File: src/rtl/bsg_sdr_link_bringup_sequencer.sv
// bsg_sdr_link_bringup_sequencer
//   Per-subpod controller that brings the SDR fwd/rev links up in a fixed
//   order: disable, IO reset, core-side link reset, core reset release, then
//   wait for every link to report ready. On a ready timeout the sequence is
//   retried from DISABLE; after max_retries_p failed retries it parks in a
//   sticky ERROR state until start_i or abort_i.
// Ports
//   clk_i              core clock (only clock)
//   reset_n_i          synchronous active-low reset
//   start_i            begin/restart, honoured in IDLE, DONE and ERROR
//   abort_i            return to IDLE on the next edge from any state
//   link_ready_i       per-link up indication, already in the core domain
//   link_disable_o     disable to all link pads/clocks
//   link_io_reset_o    IO-side link reset
//   link_core_reset_o  core-side link reset
//   core_reset_o       subpod core reset
//   done_o / error_o   bring-up finished / failed
//   retries_o          retries used in the current run
//   state_o            FSM state encoding
module bsg_sdr_link_bringup_sequencer #(
  parameter int num_links_p      = 2,
  parameter int hold_cycles_p    = 16,
  parameter int settle_cycles_p  = 32,
  parameter int timeout_cycles_p = 1024,
  parameter int max_retries_p    = 3,
  localparam int RetW = (max_retries_p > 0) ? $clog2(max_retries_p + 1) : 1
) (
  input  logic                   clk_i,
  input  logic                   reset_n_i,
  input  logic                   start_i,
  input  logic                   abort_i,
  input  logic [num_links_p-1:0] link_ready_i,
  output logic                   link_disable_o,
  output logic                   link_io_reset_o,
  output logic                   link_core_reset_o,
  output logic                   core_reset_o,
  output logic                   done_o,
  output logic                   error_o,
  output logic [RetW-1:0]        retries_o,
  output logic [2:0]             state_o
);

  localparam int CntMax0 = (hold_cycles_p > settle_cycles_p) ? hold_cycles_p : settle_cycles_p;
  localparam int CntMax  = (CntMax0 > timeout_cycles_p) ? CntMax0 : timeout_cycles_p;
  localparam int CntW    = $clog2(CntMax + 1);

  localparam logic [CntW-1:0] HoldLast   = CntW'(hold_cycles_p - 1);
  localparam logic [CntW-1:0] SettleLast = CntW'(settle_cycles_p - 1);
  localparam logic [CntW-1:0] ToLast     = CntW'(timeout_cycles_p - 1);
  localparam logic [CntW-1:0] CntSat     = CntW'(CntMax);
  localparam logic [RetW-1:0] RetMax     = RetW'(max_retries_p);

  typedef enum logic [2:0] {
    IDLE       = 3'd0,
    DISABLE    = 3'd1,
    IO_RESET   = 3'd2,
    CORE_RESET = 3'd3,
    ENABLE     = 3'd4,
    WAIT_READY = 3'd5,
    DONE       = 3'd6,
    ERROR      = 3'd7
  } state_e;

  state_e          state_q, state_d;
  logic [CntW-1:0] cnt_q, cnt_d;
  logic [RetW-1:0] retries_q, retries_d;
  logic [5:0]      outs_q;   // {dis, io, core_lnk, core_rst, done, err}

  // Output pattern for a state; registered from the next state so the
  // outputs change on the same edge as state_o.
  function automatic logic [5:0] state_outs(state_e s);
    case (s)
      IDLE, DISABLE:      state_outs = 6'b1111_00;
      IO_RESET:           state_outs = 6'b0111_00;
      CORE_RESET:         state_outs = 6'b0011_00;
      ENABLE, WAIT_READY: state_outs = 6'b0000_00;
      DONE:               state_outs = 6'b0000_10;
      default:            state_outs = 6'b1111_01;  // ERROR
    endcase
  endfunction

  always_comb begin
    state_d   = state_q;
    retries_d = retries_q;
    case (state_q)
      IDLE, DONE, ERROR: if (start_i) begin
        state_d   = DISABLE;
        retries_d = '0;
      end
      DISABLE:    if (cnt_q == HoldLast)   state_d = IO_RESET;
      IO_RESET:   if (cnt_q == HoldLast)   state_d = CORE_RESET;
      CORE_RESET: if (cnt_q == SettleLast) state_d = ENABLE;
      ENABLE:                              state_d = WAIT_READY;
      WAIT_READY: begin
        // Ready seen in the timeout cycle still counts as success.
        if (&link_ready_i) state_d = DONE;
        else if (cnt_q == ToLast) begin
          if (retries_q < RetMax) begin
            retries_d = retries_q + RetW'(1);
            state_d   = DISABLE;
          end else begin
            state_d   = ERROR;
          end
        end
      end
      default: state_d = IDLE;
    endcase

    if (abort_i) begin
      state_d   = IDLE;
      retries_d = '0;
    end

    // Counter restarts on every state change (including a retry back into
    // DISABLE) and saturates instead of wrapping.
    cnt_d = '0;
    if (state_d == state_q &&
        (state_q == DISABLE || state_q == IO_RESET ||
         state_q == CORE_RESET || state_q == WAIT_READY))
      cnt_d = (cnt_q == CntSat) ? cnt_q : cnt_q + CntW'(1);
  end

  always_ff @(posedge clk_i) begin
    if (!reset_n_i) begin
      state_q   <= IDLE;
      cnt_q     <= '0;
      retries_q <= '0;
      outs_q    <= state_outs(IDLE);
    end else begin
      state_q   <= state_d;
      cnt_q     <= cnt_d;
      retries_q <= retries_d;
      outs_q    <= state_outs(state_d);
    end
  end

  assign {link_disable_o, link_io_reset_o, link_core_reset_o,
          core_reset_o, done_o, error_o} = outs_q;
  assign retries_o = retries_q;
  assign state_o   = state_q;

endmodule

File: config.mk
export PLATFORM = sky130hd
export DESIGN_NAME = bsg_sdr_link_bringup_sequencer
export DESIGN_NICKNAME = d
export VERILOG_FILES = /design/src/rtl/bsg_sdr_link_bringup_sequencer.sv
export SDC_FILE = /design/constraint.sdc
export NUM_CORES = 1
export LEC_CHECK = 0
export ABC_AREA = 1
export BUFFER_PORTS_ARGS = -buffer_cell sky130_fd_sc_hd__buf_2
export CORE_MARGIN = 2
export CORE_UTILIZATION = 35
export CTS_BUF_LIST = sky130_fd_sc_hd__clkbuf_4 sky130_fd_sc_hd__clkbuf_8
export DETAILED_ROUTE_END_ITERATION = 8
export SLEW_MARGIN = 25
export SYNTH_ARGS = -nofsm -noshare
export SYNTH_HDL_FRONTEND = slang
export SYNTH_SLANG_ARGS = --single-unit
File: constraint.sdc
create_clock -name clk_i -period 2.1 [get_ports clk_i]
set_input_delay 0.525 -clock clk_i [delete_from_list [all_inputs] [get_ports clk_i]]
set_output_delay 0.525 -clock clk_i [all_outputs]
set_load 0.02 [all_outputs]
==> summary.txt <==
status -> complete, no violations
Post-Syn Area -> 0.00124 mm2
Worst Path Arrival -> 2.03 ns
Ys Warns -> 0
final setup fails -> 0
First DRT Iteration DRCs -> 11
Die ar. -> 0.00404 mm2
startpoint types -> register
Worst Tran Pin Value -> 0.445 ns
n_diodes -> 0
clk root buf -> clkbuf_4
hold path startpoint -> retries_o[1]$_SDFFE_PP0P_
most frequent cells after synthesis -> nand2_1 (38), nor2_1 (23), dfxtp_1 (21)
Tcrit/Tclk final -> 0.846
Achievable Freq -> 563 MHz
core area -> 0.00336 mm2
design area -> 0.00139 mm2
Worst EP required -> 2.36 ns
GRT Total Usage -> 0.122
Longest Clk Path Bufs -> 2
Final Max Tran Viols -> 0
worst flop-to-flop path endpoint -> cnt_q[0]$_SDFFE_PN0P_
number of synthesized register bits -> 21
row cnt -> 21
CP most frequent cell -> nand2_2
pwr/cell area -> 547 mW/mm2
VDD IR-drop max -> 0.000176 V
critical path buffer and inverter count -> 0
critical path's slowest cell -> dfxtp_1
hold path depth -> 2
r2r setup slk -> 0.32 ns
H-tree levels -> 1
RSZ-0062 raised after global routing -> no
Hold Path Sink -> retries_o[1]$_SDFFE_PP0P_
ys flop type -> dfxtp_1
Die Width -> 63.6 um
Synth-to-Final Area Change -> 11.8%
clock sinks -> 21
post-synth top area cell -> dfxtp_1
crit-path max FO -> 11
CTS Hold Buffers Added -> 0
launch instance of the worst register-to-register path -> cnt_q[1]$_SDFFE_PN0P_
library cells used by synthesis -> 28
worst min-delay path category -> register to register
Syn Area/Cell -> 7.09 um2
Fin. Hold Viols -> 0
Post-synth EDFFs -> 0
Clock transition at path regs -> 0.13 ns
Crit Path Category -> register to register
fin nets -> 202
Cell Area, Placed -> 0.00136 mm2
largest net degree at the start of global routing -> 13
asr flop ratio synth -> 0
Post-DRT Antenna Nets -> 0
wire length per cell -> 9.23 um
routed wire length -> 2200 um
vias per cell -> 4.33
die outline height -> 63.6 um
crit-path leading delay family -> simple AND/OR/NAND/NOR gates
largest cells by area after synthesis -> dfxtp_1 (34%), nand2_1 (11%), nor2_1 (7.0%), nor2_2 (6.6%), xor2_1 (5.6%)
final setup TNS -> 0 ns
post-DP HPWL -> 1750 um
Syn Nets -> 184
I/O pin total -> 17
Post-Synthesis Cells -> 175
drt drc -> 0
Tmin final -> 1.78 ns
relative max-transition margin -> 0.701
number of global-route vias before repair -> 952
hold slack final -> 0.512 ns
CP cell instances -> ha_1 -> nand3_2 -> nor2_4 -> nand2_1 -> nand2_1 -> nand2_1 -> nand2_2 -> nand2_2 -> nand2_2 -> nand2_2 -> nor2_2 -> nand2_4 -> nor2_2
Max stage delay on crit path -> 0.39 ns
post-synthesis sequential area ratio -> 0.339
antenna violations before repair -> 0
cell with the most instances after synthesis -> nand2_1
Worst Setup End Kind -> register
first-pass GRT wire length -> 4010 um
grt ovf -> 0
share of layout cells above drive strength 1 -> 0.281
clock skew -> 0.00706 ns
leak pwr -> 0.573 nW
worst skew pair latency -> 0.31 ns
max-cap viol count -> 0
cts bufs inserted -> 3
drt first pass iters -> 4
FF-to-FF path depth -> 13
initial core utilization -> 0.369
TritonCTS clock tree -> done
Final GP Congestion -> 0.807
total power -> 760 uW
vias -> 1031
top-area cell type share of the netlist area -> 0.339
IO Port Bufs -> 16
[worst max-delay path by stage]
stage	startpoint	cells after the start	endpoint
floorplan	state_o[0]$_SDFF_PN0_	12	cnt_q[9]$_SDFFE_PN0P_
global placement	cnt_q[0]$_SDFFE_PN0P_	12	cnt_q[10]$_SDFFE_PN0P_
detailed placement	cnt_q[0]$_SDFFE_PN0P_	12	cnt_q[10]$_SDFFE_PN0P_
CTS	cnt_q[0]$_SDFFE_PN0P_	12	cnt_q[10]$_SDFFE_PN0P_
global route	cnt_q[1]$_SDFFE_PN0P_	13	cnt_q[10]$_SDFFE_PN0P_
finish	cnt_q[1]$_SDFFE_PN0P_	13	cnt_q[0]$_SDFFE_PN0P_
[layout by cell type (no fill, tap or decap), drive strengths merged, types with 3 or more instances in the layout]
master,Yosys,routed
nand3,13,13
o21ai,5,5
nor2,38,38
nor3,5,5
ha,3,3
clkbuf,0,3
dfxtp,21,21
a21oi,3,3
xor2,8,8
buf,3,16
nand2,48,48
inv,22,22
[repair_timing]
item / in CTS / in global routing
buffers inserted: 0 / 0
gates resized for setup: 0 / 1
endpoints found under the setup margin: 0 / 6
[flip-flops by register name (all words and copies together) (netlist names)]
name,flops
outs_q,5
state_o,3
cnt_q,11
retries_o,2
[through the flow]
step | util | std cells | setup WS, ns
2_1_floorplan | - | 175 | 0.429
3_3_place_gp | 0.403 | 234 | 0.228
3_5_place_dp | 0.403 | 234 | 0.216
4_1_cts | 0.411 | 238 | 0.204
5_1_grt | 0.413 | 238 | 0.0691
6_report | 0.413 | 238 | 0.324
[worst register-to-register path, stage by stage (launching register included)]
cell and delay, ns:
dfxtp_1 0.39, ha_1 0.20, nand3_2 0.14, nor2_4 0.16, nand2_1 0.08, nand2_1 0.06, nand2_1 0.06, nand2_2 0.07
nand2_2 0.08, nand2_2 0.08, nand2_2 0.05, nor2_2 0.11, nand2_4 0.15, nor2_2 0.11
[where the power goes]
group | internal, mW | switching (mW)
sequential | 0.408 | 0.00759
combinational | 0.0458 | 0.0931
clock | 0.0711 | 0.134
total | 0.525 | 0.235
[kinds of logic (layout without fill, tap and decap cells)]
family          count (synthesis)  in the layout  share of synthesized area
flops                          21             21                      0.339
compound gates                 10             10                     0.0635
buf+inv                        25             42                     0.0857
simple gates                  106            106                      0.410
mux                             1              1                    0.00806
fa+ha+maj                       3              3                     0.0302
xor+xnor                        9              9                     0.0635
[routing by layer]
layer,GRT usage,up-vias,routed length (um),part of all wire
met5,0,-,0,0
met4,0.0571,0,38,0.017
met3,0.0161,4,57,0.026
met2,0.187,14,923,0.42
met1,0.170,442,1180,0.54
li1,-,571,-,-
[area by class of cell]
type | instances | area [um2]
fill | 386 | 1980
tap | 46 | 57.6
sequential | 21 | 420
clock inverter | 1 | 5.00
multi-input combinational | 129 | 719
timing repair buffer | 16 | 80.1
clock buffer | 3 | 22.5
inverter | 22 | 82.6
No activity file was read; power rests on OpenSTA's default activity.
